## src/rtl/sram_bank_access_ctrl.sv

```systemverilog
// Request-side controller for one SRAM bank: arbitrates write/read requests onto the
// bank pins and returns read lines in order through a 2-entry output buffer.
module sram_bank_access_ctrl #(
  parameter int ADDR_W = 8,
  parameter int FW     = 4,
  parameter int DW     = 16
) (
  input  logic                      clk,
  input  logic                      reset,
  input  logic                      clk_en,
  input  logic                      wr_valid,
  output logic                      wr_ready,
  input  logic [ADDR_W-1:0]         wr_addr,
  input  logic [FW-1:0][DW-1:0]     wr_data,
  input  logic                      rd_valid,
  output logic                      rd_ready,
  input  logic [ADDR_W-1:0]         rd_addr,
  output logic                      rd_data_valid,
  input  logic                      rd_data_ready,
  output logic [FW-1:0][DW-1:0]     rd_data,
  output logic [ADDR_W-1:0]         mem_addr_in_bank,
  output logic                      mem_cen_in_bank,
  output logic                      mem_wen_in_bank,
  output logic [FW-1:0][DW-1:0]     mem_data_in_bank,
  input  logic [FW-1:0][DW-1:0]     mem_data_out_bank
);

  typedef enum logic {GRANT_WR = 1'b0, GRANT_RD = 1'b1} grant_e;

  grant_e                 last_grant_reg;
  logic [1:0]             occ_reg;
  logic [1:0]             occ_next;
  logic                   inflight_reg;
  logic                   head_reg;
  logic                   tail_reg;
  logic [FW-1:0][DW-1:0]  line_buf [2];

  logic       active;
  logic       pop;
  logic [2:0] pending;
  logic       read_eligible;
  logic       rd_req;
  logic       contention;
  logic       grant_wr;
  logic       grant_rd;

  assign active        = clk_en & ~reset;
  assign rd_data_valid = active & (occ_reg != 2'd0);
  assign pop           = rd_data_valid & rd_data_ready;

  // Slots already claimed: buffered lines plus a read still in the bank pipeline.
  assign pending       = {1'b0, occ_reg} + {2'b00, inflight_reg};
  assign read_eligible = (pending - {2'b00, pop}) <= 3'd1;

  assign rd_req     = rd_valid & read_eligible;
  assign contention = wr_valid & rd_req;
  assign grant_wr   = active & wr_valid & (~rd_req | (last_grant_reg == GRANT_RD));
  assign grant_rd   = active & rd_req & (~wr_valid | (last_grant_reg == GRANT_WR));

  assign wr_ready = grant_wr;
  assign rd_ready = grant_rd;
  assign rd_data  = reset ? '0 : line_buf[head_reg];

  always_comb begin
    mem_cen_in_bank  = 1'b0;
    mem_wen_in_bank  = 1'b0;
    mem_addr_in_bank = '0;
    mem_data_in_bank = '0;
    if (grant_wr) begin
      mem_cen_in_bank  = 1'b1;
      mem_wen_in_bank  = 1'b1;
      mem_addr_in_bank = wr_addr;
      mem_data_in_bank = wr_data;
    end else if (grant_rd) begin
      mem_cen_in_bank  = 1'b1;
      mem_addr_in_bank = rd_addr;
    end
  end

  assign occ_next = occ_reg + {1'b0, inflight_reg} - {1'b0, pop};

  always_ff @(posedge clk) begin
    if (reset) begin
      occ_reg        <= 2'd0;
      inflight_reg   <= 1'b0;
      head_reg       <= 1'b0;
      tail_reg       <= 1'b0;
      last_grant_reg <= GRANT_RD;
    end else if (clk_en) begin
      occ_reg      <= occ_next;
      inflight_reg <= grant_rd;
      if (inflight_reg) begin
        tail_reg <= ~tail_reg;
      end
      if (pop) begin
        head_reg <= ~head_reg;
      end
      if (contention) begin
        last_grant_reg <= grant_wr ? GRANT_WR : GRANT_RD;
      end
    end
  end

  // Bank Q holds while idle, so a capture delayed by clk_en low still sees the right line.
  generate
    for (genvar gi = 0; gi < 2; gi++) begin : g_line_buf
      always_ff @(posedge clk) begin
        if (~reset && clk_en && inflight_reg && (tail_reg == 1'(gi))) begin
          line_buf[gi] <= mem_data_out_bank;
        end
      end
    end
  endgenerate

endmodule

```

## config.mk

```make
export PLATFORM = sky130hd
export DESIGN_NAME = sram_bank_access_ctrl
export DESIGN_NICKNAME = d
export VERILOG_FILES = /design/src/rtl/sram_bank_access_ctrl.sv
export SDC_FILE = /design/constraint.sdc
export NUM_CORES = 1
export LEC_CHECK = 0
export BUFFER_PORTS_ARGS = -buffer_cell sky130_fd_sc_hd__buf_2
export CAP_MARGIN = 20
export CORE_MARGIN = 2
export CORE_UTILIZATION = 50
export DETAILED_ROUTE_END_ITERATION = 12
export HOLD_SLACK_MARGIN = 0.02
export MAX_ROUTING_LAYER = met4
export PLACE_DENSITY = 0.95
export SLEW_MARGIN = 20
export SYNTH_ARGS = -nofsm -noshare
export SYNTH_HDL_FRONTEND = slang
export SYNTH_SLANG_ARGS = --single-unit
```

## constraint.sdc

```tcl
create_clock -name clk -period 21.7 [get_ports clk]
set_input_delay 6.51 -clock clk [delete_from_list [all_inputs] [get_ports clk]]
set_output_delay 6.51 -clock clk [all_outputs]
set_load 0.05 [all_outputs]
```

# Yosys cells after proc, flatten, opt, wreduce, memory -nomap -nowiden
# Memory sizes are Yosys's and may differ from the RTL's. A register that Yosys moved wholly into a read port is not among the register bits.
# Cells that the tools add are included.
# W data, S select, Z words.
# op_classes
add_sub_neg,4
order_cmp,1
n_mux,17
bitwise_logic,17
n_reduce_logical,9
# op_table
cell,count
$mux W64,3
$reduce_or A64 Y1,1
$mux W8,2
$mux W1,12
$and A1 B1 Y1,9
$not A1 Y1,6
$reduce_and A2 Y1,3
$logic_and A1 B1 Y1,4
$add A2 B1 Y3,1
$le A3 B1 Y1 const B,1
$sub A3 B1 Y3,1
$add A2 B1 Y2,1
$or A1 B1 Y1,2
$reduce_bool A2 Y1,1
$sub A2 B1 Y2,1
# totals
reg_bits,6
ramBits,128
in_bits,150
out_inout_bits,141
wordCells,54
mem_count,1
# memory_table
memory,words,width,rd,rd_ports_with_merged_regs,write_ports,line_no,rtl
line_buf,2,64,1,1,1,36,logic [FW-1:0][DW-1:0] line_buf [2];

# Logic depth before layout (Yosys ltp)
# Gate-level depths: netlist of the first run.
# logic_depth
ltp_word,11
mapped_depth,13
ltp_nobuf,10

# Worst setup path before layout of the first run
# Ideal clock, no wire load.
# synth_path
kind,input -> output
startpoint,input port clk_en
endpoint,output port mem_data_in_bank[54] (netlist name)
arrival_ns,9.792
setup_slack_ns,5.398
path_stages,12
cell_sequence,buf_2 > nand2b_1 > nor2_1 > and2_1 > ha_1 > inv_1 > ha_1 > fa_1 > nor2_1 > a311oi_2 > buf_2 > and2_1
# synth_rtl
element,line_no,rtl
from (decl),10,"input logic clk_en,"
to (decl),24,"output logic [FW-1:0][DW-1:0] mem_data_in_bank,"

==> metrics.md, run 1 <==
| Metric | Value |
|---|---|
| Outcome | completed |
| Share of cells above drive strength 1 | 45.7% |
| Final Setup Violations | 0 |
| RSZ-0062 raised after global routing | no |
| Post-synthesis sequential area ratio | 68.2% |
| Worst setup EP type | primary output |
| Dpl cells | 830 |
| Critical-path cell list | buf_2, nand2b_1, nor2_1, and2_1, ha_1, inv_1, ha_1, fa_1, nor2_1, a311oi_4, buf_4, and2_1, buf_2 |
| Flop and latch count out of synthesis | 135 |
| Mapped Area | 5840 µm² |
| Starting Density | 51.2% |
| Final core utilization | 69.6% |
| Yosys top cell area share | 65.8% |
| CTS Hold Bufs | 0 |
| WHS | 0.521 ns |
| Crit start category | primary input |
| Post-synth top flop | edfxtp_1 |
| Initial DRT Pass Iterations | 5 |
| Slew HR | 25.8% |
| Antenna Nets Post-Route | 0 |
| EDFF count, synth | 128 |
| Post-synth top area cell | edfxtp_1 |
| Async set-reset flop share out of synthesis | 0% |
| Ports | 291 |
| H-tree depth | 4 |
| Sink Count | 135 |
| Area growth syn-to-layout | 36.0% |
| Resize count post-CTS | 0 |
| Max clock buf depth | 2 |
| Largest stage delay, worst path | 0.55 ns |
| Core area | 11400 µm² |
| Kind of critical path | primary input to primary output |
| Overall Power | 642 µW |
| Power Internal | 488 µW |
| Grt ovf | 0 |
| Final hold violation count | 0 |
| Dominant cells by area after synthesis | edfxtp_1 66%, mux2i_1 11%, and2_1 7.0% |
| Hold Path Class | register to register |
| Synth Net Count | 574 |
| Total detailed-routing wirelength | 14900 µm |
| Peak supply drop | 74.4 µV |
| Post-synth top cells | 128 x edfxtp_1, 74 x nor2_1, 66 x mux2i_1, 65 x and2_1, 12 x buf_2 |
| Clock Power Share | 43.9% |
| Wire per inst | 17.3 µm |
| CP max-delay cell | fa_1 |
| Pin count of the biggest net entering global routing | 74 |
| Psw | 154 µW |
| Via count | 4371 |
| Clock Pin Slew Worst Setup and Hold Paths | 0.05 ns |
| Dpl hpwl | 10700 µm |
| Worst-path fanout max | 66 |
| Setup TNS | 0 ns |
| Worst-margin pin slew | 1.11 ns |
| PwrDens | 80.8 nW/µm² |
| Max FFs per register | 128 |
| Critical Path RT | 15.19 ns |
| Leakage Power | 3.39 nW |
| Vias per Instance | 5.06 |
| First-pass GRT wire length | 22500 µm |
| Number of CTS-inserted buffers | 17 |
| Initial antenna violation count | 2 |
| Synth cell types | 27 |
| Worst path arrival time | 9.57 ns |
| DRC | 0 |
| Die width | 112 µm |
| Max_cap viols | 0 |
| Vias in the first global route | 4481 |
| Nets | 859 |
| Post-CTS setup repair buffer count | 0 |
| Combinational power share | 11.1% |
| GRT Total Usage | 24.4% |
| Vert. Die Dim | 112 µm |
| DRT iter0 DRCs | 263 |
| Synth warn | 0 |
| Switching Share | 24.0% |
| Reg power frac | 45.0% |
| Fmax | 62.2 MHz |
| Synth Instances | 421 |
| Gpl congestion | 1.04 |
| Layout Cells excl Fill | 863 |
| Clk_skew | 0.0106 ns |
| CTS tree | yes |
| Slew Limit Fails | 0 |
| Final period util | 74.1% |
| DIE AREA | 12600 µm² |
| Clk_lat worst skew | 0.41 ns |
| Min cycle time layout | 16.08 ns |
| Count leader, synth | edfxtp_1 |
| Port Buffers | 290 |
| Syn Area/Cell | 13.9 µm² |
| Row count | 39 |
| Root Buffer | clkbuf_16 |
power by group through the flow:
stage          clock network [mW]  logic (mW)  registers (mW)
6_report                    0.281      0.0714           0.289
2_1_floorplan                   0      0.0470           0.293
5_1_grt                     0.296      0.0754           0.289
4_1_cts                     0.285      0.0718           0.289
3_3_place_gp                    0      0.0695           0.294
3_5_place_dp                    0      0.0713           0.294
layer usage:
layer | part of all wire [%] | track usage (%) | vias to the layer above
met5 | 0 | - | -
met4 | 3.0 | 10.3 | 0
met3 | 8.0 | 7.02 | 43
met2 | 56 | 44.4 | 225
met1 | 33 | 24.3 | 2037
li1 | - | - | 2066
per-stage QoR:
stage / cell area, µm² / worst slack (ns)
global placement: 7350 / 5.77
floorplan: 5840 / 5.40
detailed placement: 7350 / 5.62
finish: 7940 / 5.62
global route: 7940 / 5.39
CTS: 7940 / 5.59
area by class of cell:
cell class              count  area (µm²)
inverters                   6        22.5
well taps                 143         179
multi-input cells         252        1680
clock inverters            13         156
flip-flops and latches    135        3990
clock buffers              18         429
diodes                      2        5.00
repair buffers            294        1480
fillers                   778        3470
layout by cell type (no fill, tap or decap), drive strengths merged, types with 3 or more instances in the layout:
master	Yosys	routed
nand2	10	10
mux2i	66	66
nand3	8	8
xor2	3	3
inv	6	7
o22ai	9	9
clkinvlp	0	3
dfxtp	7	7
and2	65	65
clkbuf	9	18
nor2	74	74
edfxtp	128	128
buf	19	294
clkinv	0	6
bufinv	0	3
worst max-delay path, delay by kind of cell:
kind / cells / cell delay, ns
AND/OR/NAND/NOR: 5 / 0.85
buffers and inverters: 4 / 0.89
AO/OA/AOI/OAI: 1 / 0.28
adder cells (fa/ha/maj): 3 / 1.00
cells by family (layout without fill, tap and decap cells):
family	Yosys count	after routing	share of synthesized area, %
compound gates	14	14	1.69
xor+xnor	3	3	0.579
fa+ha+maj	3	3	0.771
buf+inv	34	331	3.28
flops	135	135	68.2
mux	66	66	11.3
other cells	0	2	0
simple gates	166	166	14.2
path summary, 6_finish.rpt:
kind,start,endpoint,slack [ns],depth (start not counted)
worst max-delay path,clk_en,mem_data_in_bank[50],5.62,13
worst min-delay path,head_reg$_SDFFE_PP0P_,head_reg$_SDFFE_PP0P_,0.52,2
worst max register to register,occ_reg[1]$_SDFFE_PP0P_,inflight_reg$_SDFFE_PP0P_,19.09,10
worst min register to register,head_reg$_SDFFE_PP0P_,head_reg$_SDFFE_PP0P_,0.52,2
(Power assumes the default switching activity.)
==> inputs of run 2 (changes only) <==
--- a/config.mk
+++ b/config.mk
@@ -8,11 +8,11 @@
 export BUFFER_PORTS_ARGS = -buffer_cell sky130_fd_sc_hd__buf_2
 export CAP_MARGIN = 20
 export CORE_MARGIN = 2
-export CORE_UTILIZATION = 50
+export CORE_UTILIZATION = 46
 export DETAILED_ROUTE_END_ITERATION = 12
 export HOLD_SLACK_MARGIN = 0.02
 export MAX_ROUTING_LAYER = met4
-export PLACE_DENSITY = 0.95
+export PLACE_DENSITY = 0.9
 export SLEW_MARGIN = 20
 export SYNTH_ARGS = -nofsm -noshare
 export SYNTH_HDL_FRONTEND = slang
==> constraint.sdc (replaced) <==
create_clock -name clk -period 15.1 [get_ports clk]
set_input_delay 4.53 -clock clk [delete_from_list [all_inputs] [get_ports clk]]
set_output_delay 4.53 -clock clk [all_outputs]
set_load 0.05 [all_outputs]
==> metrics.md, run 2 (synthesis results as in run 1) <==
| Metric | Value |
|---|---|
| Vias in the first global route | 4284 (-4.4%) |
| CTS Hold Bufs | 0 (unchanged) |
| Final period util | 80.1% |
| Most common cell after layout, fill and taps aside | buf_2 |
| Share of cells above drive strength 1 | 46.3% (+0.57 points) |
| Vert. Die Dim | 117 µm (+4.1%) |
| Post-CTS setup repair buffer count | 0 (unchanged) |
| DRT iter0 DRCs | 227 (-14%) |
| Pin count of the biggest net entering global routing | 74 (unchanged) |
| Via count | 4455 (+1.9%) |
| Peak supply drop | 76.8 µV (+3.2%) |
| Resize count post-CTS | 0 (unchanged) |
| Fmax | 82.6 MHz |
| Starting Density | 46.7% (-4.5 points) |
| DIE AREA | 13600 µm² (+8.4%) |
| Die width | 117 µm (+4.1%) |
| GRT Total Usage | 24.3% (-0.099 points) |
| Commonest non-fill, non-tap cells in the layout | 290 x buf_2, 128 x edfxtp_1, 74 x nor2_1 |
| Nets | 860 (+0.12%) |
| FILL cells | 977 (+26%) |
| Total detailed-routing wirelength | 16500 µm (+10%) |
| Sink Count | 135 (unchanged) |
| Wire per inst | 18.4 µm (+6.5%) |
| Antenna Nets Post-Route | 0 (unchanged) |
| DRC | 0 (unchanged) |
| Max FFs per register | 128 (unchanged) |
| Outcome | completed |
| Place WS | 3.02 ns (-2.61 ns) |
| Slew HR | 25.7% (-0.12 points) |
| First-pass GRT wire length | 22900 µm (+1.8%) |
| PwrDens | 117 nW/µm² (+44%) |
| Vias per Instance | 4.98 (-1.7%) |
| Setup TNS | 0 ns (unchanged) |
| Grt ovf | 0 (unchanged) |
| Max clock buf depth | 2 (unchanged) |
| Min cycle time layout | 12.10 ns |
| Final Setup Violations | 0 (unchanged) |
| Hold Path Class | register to register |
| Dpl hpwl | 12100 µm (+13%) |
| Met1 Wirelength | 5970 µm (+20%) |
| Critical Path RT | 10.57 ns (-4.62 ns) |
| Initial antenna violation count | 3 (+1) |
| Final hold violation count | 0 (unchanged) |
| Final WS setup | 3.00 ns (-2.62 ns) |
| Clock Pin Slew Worst Setup and Hold Paths | 0.06 ns (about the same) |
| Worst-margin pin slew | 1.11 ns (+0.00180 ns) |
| Clk_skew | 0.00819 ns (-0.00243 ns) |
| Worst setup EP type | primary output |
| Root Buffer | clkbuf_16 |
| Top sig layer | met4 |
| Gpl congestion | 0.910 (-12%) |
| Ports | 291 (unchanged) |
| H-tree depth | 4 (unchanged) |
| Number of CTS-inserted buffers | 17 (unchanged) |
| CTS tree | yes |
| Slew Limit Fails | 0 (unchanged) |
| Port Buffers | 290 (unchanged) |
| Met3 wire len | 1290 µm (+8.3%) |
| Worst-path fanout max | 66 (unchanged) |
| Crit start category | primary input |
| Max_cap viols | 0 (unchanged) |
| Kind of critical path | primary input to primary output |
| RSZ-0062 raised after global routing | no |
| Core area | 12500 µm² (+9.6%) |
| Detail Route met2 WL | 8590 µm (+3.6%) |
| Worst path arrival time | 7.57 ns (-2.00 ns) |
| Leakage Power | 3.41 nW (+0.60%) |
| Row count | 41 (+5.1%) |
| Initial DRT Pass Iterations | 4 (-1) |
| Clk_lat worst skew | 0.40 ns (about the same) |
| Area growth syn-to-layout | 37.2% |
## run 2: final timing paths
path / depth (start not counted) / startpoint / slack, ns / to
worst max register to register: 10 / occ_reg[1]$_SDFFE_PP0P_ / 12.56 / inflight_reg$_SDFFE_PP0P_
worst min-delay path: 2 / head_reg$_SDFFE_PP0P_ / 0.51 / register
worst min register to register: 2 / head_reg$_SDFFE_PP0P_ / 0.51 / register
worst max-delay path: 13 / clk_en / 3.00 / mem_data_in_bank[49]
## run 2: per-layer routing
metal | global-route usage, % | vias up
li1 | - | 2067
met2 | 42.0 | 252
met4 | 12.8 | 0
met1 | 26.2 | 2114
met5 | - | -
met3 | 5.35 | 22
## run 2: area by class of cell
cell class | instances | area (µm²) | area share, %
Clock buffer | 17 | 425 | 5.31
Clock inverter | 15 | 184 | 2.30
Inverter | 6 | 22.5 | 0.281
Multi-Input combinational cell | 252 | 1680 | 21.0
Antenna cell | 3 | 7.51 | 0.0937
Timing Repair Buffer | 295 | 1490 | 18.6
Tap cell | 172 | 215 | 2.69
Sequential cell | 135 | 3990 | 49.8
## run 2: power breakdown
part           internal [mW]  total (mW)  switching (mW)
Clock                  0.250       0.416           0.166
Combinational         0.0310       0.106          0.0749
Sequential             0.412       0.414         0.00114
Total                  0.693       0.936           0.242
## run 2: through the flow
stage	instances	hold slack (ns)	utilization [%]	total power, mW	cell area (µm²)
finish	895	0.506	64.0	0.936	8010
global route	895	0.531	64.0	0.962	8010
CTS	892	0.511	64.0	0.940	8010
detailed placement	860	0.495	59.1	0.527	7400
global placement	860	0.481	59.1	0.525	7400
floorplan	421	0.472	-	0.489	5840
## run 2: critical path: stages
cell and delay (ns):
buf_2 0.16, nand2b_1 0.27, nor2_1 0.10, and2_1 0.17
ha_1 0.26, inv_1 0.04, ha_1 0.18, fa_1 0.55
nor2_1 0.10, a311oi_4 0.29, buf_4 0.42, and2_1 0.20
buf_2 0.27
